**src/rtl/mem_port_arbiter.sv**
```systemverilog
// Four-way round-robin arbiter for one shared memory/bus port.
// One-hot registered grants, registered mux select, and a hold-time watchdog.
module mem_port_arbiter #(
  parameter int HOLD_MAX = 16
) (
  input  logic       clk,
  input  logic       rst,
  input  logic [3:0] req,
  input  logic       ack,
  output logic [3:0] gnt,
  output logic [1:0] sel,
  output logic       busy,
  output logic       timeout,
  output logic [1:0] timeout_id
);

  localparam int CW = (HOLD_MAX > 1) ? $clog2(HOLD_MAX) : 1;
  localparam logic [CW-1:0] CNT_LAST = CW'(HOLD_MAX - 1);

  typedef enum logic {IDLE, GRANT} state_e;

  state_e        state_q, state_d;
  logic [3:0]    gnt_q, gnt_d;
  logic [1:0]    sel_q, sel_d;
  logic [1:0]    ptr_q, ptr_d;
  logic [CW-1:0] cnt_q, cnt_d;
  logic          busy_q;
  logic          to_q, to_d;
  logic [1:0]    tid_q, tid_d;

  logic [2:0]    pick_idle, pick_rel;
  logic [1:0]    rel_ptr;
  logic          hit_last, withdraw, release_now;

  // Returns {found, index} of the first set bit searching p, p+1, p+2, p+3 mod 4.
  function automatic logic [2:0] rr_pick(input logic [3:0] r, input logic [1:0] p);
    logic [2:0] res;
    logic [1:0] idx;
    res = 3'b000;
    for (int k = 3; k >= 0; k--) begin
      idx = p + 2'(k);
      if (r[idx]) res = {1'b1, idx};
    end
    return res;
  endfunction

  assign rel_ptr     = sel_q + 2'd1;
  assign pick_idle   = rr_pick(req, ptr_q);
  assign pick_rel    = rr_pick(req & ~(4'b0001 << sel_q), rel_ptr);
  assign hit_last    = (cnt_q == CNT_LAST);
  assign withdraw    = !req[sel_q];
  assign release_now = ack || withdraw || hit_last;

  always_comb begin
    state_d = state_q;
    gnt_d   = gnt_q;
    sel_d   = sel_q;
    ptr_d   = ptr_q;
    cnt_d   = cnt_q;
    to_d    = 1'b0;
    tid_d   = tid_q;
    case (state_q)
      IDLE: begin
        if (pick_idle[2]) begin
          state_d = GRANT;
          gnt_d   = 4'b0001 << pick_idle[1:0];
          sel_d   = pick_idle[1:0];
          cnt_d   = '0;
        end
      end
      GRANT: begin
        if (release_now) begin
          ptr_d = rel_ptr;
          cnt_d = '0;
          if (pick_rel[2]) begin
            gnt_d = 4'b0001 << pick_rel[1:0];
            sel_d = pick_rel[1:0];
          end else if (!withdraw) begin
            // Sole remaining requester keeps the port with a fresh hold window.
            gnt_d = gnt_q;
          end else begin
            state_d = IDLE;
            gnt_d   = 4'b0000;
          end
          if (hit_last && !ack && !withdraw) begin
            to_d  = 1'b1;
            tid_d = sel_q;
          end
        end else begin
          cnt_d = cnt_q + CW'(1);
        end
      end
      default: state_d = IDLE;
    endcase
  end

  always_ff @(posedge clk) begin
    if (rst) begin
      state_q <= IDLE;
      gnt_q   <= 4'b0000;
      sel_q   <= 2'd0;
      ptr_q   <= 2'd0;
      cnt_q   <= '0;
      busy_q  <= 1'b0;
      to_q    <= 1'b0;
      tid_q   <= 2'd0;
    end else begin
      state_q <= state_d;
      gnt_q   <= gnt_d;
      sel_q   <= sel_d;
      ptr_q   <= ptr_d;
      cnt_q   <= cnt_d;
      busy_q  <= |gnt_d;
      to_q    <= to_d;
      tid_q   <= tid_d;
    end
  end

  assign gnt        = gnt_q;
  assign sel        = sel_q;
  assign busy       = busy_q;
  assign timeout    = to_q;
  assign timeout_id = tid_q;

endmodule

```
**config.mk**
```make
export PLATFORM = sky130hd
export DESIGN_NAME = mem_port_arbiter
export DESIGN_NICKNAME = d
export VERILOG_FILES = /design/src/rtl/mem_port_arbiter.sv
export SDC_FILE = /design/constraint.sdc
export NUM_CORES = 1
export LEC_CHECK = 0
export CAP_MARGIN = 20
export CORE_ASPECT_RATIO = 0.9
export CORE_UTILIZATION = 55
export DETAILED_ROUTE_END_ITERATION = 8
export GPL_TIMING_DRIVEN = 0
export PLACE_DENSITY_LB_ADDON = 0.25
export REMOVE_ABC_BUFFERS = 1
export SYNTH_ARGS = -nofsm -noshare
export SYNTH_HDL_FRONTEND = slang
export SYNTH_SLANG_ARGS = --single-unit
export TNS_END_PERCENT = 30
```
**constraint.sdc**
```tcl
create_clock -name clk -period 6.6 [get_ports clk]
set_input_delay 1.32 -clock clk [delete_from_list [all_inputs] [get_ports clk]]
set_output_delay 1.32 -clock clk [all_outputs]
set_load 0.02 [all_outputs]
```
==> results.py <==
metrics = {
    "outcome": {
        "status": "finished clean",
    },
    "layout": {
        "num_antenna_cells": 0,
        "fin_area_sq_um": 1290,
        "final_util_pct": 72.8,
        "fin_nets": 160,
        "stdcell_count": 171,
        "drive_above_1_share_pct": 6.12,
        "syn2layout_area_growth_pct": 17.3,
    },
    "yosys": {
        "syn_area_per_cell_sq_um": 8.26,
        "synth.area.top_cells": "dfxtp_1 31%, a21oi_1 8.2%, ha_1 5.7%",
        "ys_warn_count": 0,
        "yosysMostFrequentCell": "a21oi_1",
        "synth_top_area_share_pct": 31.0,
        "ys.flop_type": "dfxtp_1",
        "synth_top_area_cell": "dfxtp_1",
        "syn_area_sq_um": 1100,
        "synth_cells": 133,
        "synthTopCellsByCount": "18 x a21oi_1, 17 x dfxtp_1, 15 x nor2_1",
        "synth-async-reset-ratio_pct": 0,
        "ys_ff_latch": 17,
        "synth_edf_count": 0,
        "synthDistinctLibCells": 41,
        "ys_seq_area_share_pct": 31.0,
    },
    "global_routing": {
        "grt_max_degree": 18,
        "grt_pass1_wl_mm": 4.14,
        "grt.overflow.total": 0,
        "track_usage_pct": 24.9,
        "grt_pass1_vias": 1037,
        "antenna_found_initial": 0,
    },
    "worst_setup_path": {
        "worstSetupEndpointType": "register",
        "max_stage_delay_ns": 0.62,
        "arrival_ns": 3.54,
        "worst_path_max_delay_cell": "mux4_2",
        "crit_family": "compound AO/OA/AOI/OAI gates",
        "critPathLaunchType": "input pin",
        "crit-reg2reg-launch": "sel[0]",
        "path_class": "input pin to register",
        "required_ns": 6.82,
        "crit_start": "req[0]",
        "cp_num_buf_inv": 1,
        "path_max_fanout": 11,
        "critical_path.cell_chain": "clkdlybuf4s50_1 > mux4_2 > a21boi_4 > a21boi_2 > or3b_1 > a21oi_1",
    },
    "timing": {
        "report.final.hold_viol_count": 0,
        "setup_viol": 0,
        "slew_violations": 0,
        "clock_skew_ns": 0.00250,
        "fin_setup_tns_ns": 0,
        "slew_headroom_pct": 52.5,
        "whs_ns": 0.485,
        "finalWorstSetupSlack_ns": 3.28,
        "period_share_pct": 50.3,
        "tightest_slew_ns": 0.709,
        "rsz0062_at_grt": "false",
        "fin_crit_ns": 3.32,
        "timing.fmax_ghz": 0.301,
    },
    "routing": {
        "drt_pre_antenna_iters": 4,
        "routed_wl_mm": 2.56,
        "ant_nets": 0,
        "initialDrtViolationCount": 54,
        "route.detailed.drc": 0,
        "routed-via-count": 1096,
        "wl_per_cell_um": 14.9,
        "vias_per_cell": 6.41,
    },
    "die": {
        "die_area_sq_um": 2180,
        "die_y_um": 44.4,
        "die_w_um": 49.1,
        "io_pins": 17,
        "rows": 14,
        "coreArea_sq_um": 1770,
        "initial_utilization_pct": 62.1,
    },
    "placement": {
        "place_area_sq_um": 1260,
        "hpwl_mm": 1.86,
        "portBuffers": 16,
        "gp_congestion": 0.797,
        "dpl.cell_count": 167,
        "place_ws_ns": 3.01,
    },
    "clock_network": {
        "numCtsBuffers": 3,
        "cts.path.max_buffers": 2,
        "htree_levels": 1,
        "clock-sinks": 17,
        "post-cts-setup-buffer-count": 0,
        "cts.clk_slew.worst_paths_ns": 0.09,
        "tritoncts": "built",
        "clockRootBuffer": "clkbuf_4",
        "clk_latency_ns": 0.29,
        "ctsResizeCount": 0,
        "cts_hold_buf": 0,
    },
    "hold_path": {
        "min-delay-start": "gnt[3]",
        "min_path_type": "register to register",
    },
    "run": {
        "max-cap-violations": 0,
    },
    "pwr": {
        "power_mw": 0.300,
        "peakVddDrop_uv": 157,
        "power.leakage_nw": 0.492,
        "p_per_area_nw_per_um2": 233,
    },
}
==> where the power goes <==
| group | internal, mW | total, mW | switching (mW) |
|---|---|---|---|
| registers | 0.112 | 0.126 | 0.0139 |
| logic | 0.0535 | 0.118 | 0.0648 |
| clock network | 0.0235 | 0.0559 | 0.0324 |
| total | 0.189 | 0.300 | 0.111 |
==> cell families (layout without fill, tap and decap cells) <==
| family | after synthesis | after routing | synth area share (%) |
|---|---|---|---|
| compound gates | 44 | 44 | 28.0 |
| mux | 5 | 5 | 5.69 |
| simple gates | 50 | 50 | 25.2 |
| buf+inv | 12 | 26 | 4.44 |
| fa+ha+maj | 5 | 5 | 5.69 |
| flops | 17 | 17 | 31.0 |
==> placed cells by master (no fill, tap or decap), types with 4 or more instances in the layout <==
master and count:
nand3b_1 4, nand2b_1 8, nand3_1 5, mux2i_1 4
dfxtp_1 17, nor2_1 15, clkdlybuf4s50_1 16, inv_1 6
a32oi_1 4, ha_1 5, a21oi_1 18
==> metal layers <==
layer | wire [um] | vias up | part of all wire, % | track usage [%]
met3 | 151 | 7 | 5.9 | 6.53
met4 | 31 | 0 | 1.2 | 10.0
li1 | - | 519 | - | -
met2 | 1280 | 40 | 50 | 47.9
met5 | 0 | - | 0 | 0
met1 | 1090 | 530 | 43 | 26.1
==> registers in the layout (all words and copies together), names as in the netlist <==
signal	flops
state_q	1
timeout	1
sel	2
cnt_q	4
ptr_q	2
gnt	4
timeout_id	2
busy	1
==> worst reg2reg max path, delay by kind of cell (launching register included) <==
family,cells,cell delay [ns]
adders and majority gates,1,0.41
AOI/OAI and AO/OA,4,1.31
buffers and inverters,1,0.18
DFF,1,0.66
==> path summary, 6_finish.rpt <==
path                            slack [ns]  cells after the start  endpoint
worst min register to register        0.49                      2    gnt[3]
worst max register to register        3.96                      6    sel[0]
worst min-delay path                  0.49                      2    gnt[3]
worst max-delay path                  3.28                      6    gnt[0]
==> cell type report <==
| type | count | area (sq um) |
|---|---|---|
| Clock buffer | 4 | 26.3 |
| Fill cell | 134 | 480 |
| Inverter | 6 | 22.5 |
| Multi-Input combinational cell | 104 | 709 |
| Sequential cell | 17 | 340 |
| Tap cell | 24 | 30.0 |
| Timing Repair Buffer | 16 | 160 |
Note: power is estimated with default switching activity, not from simulation.
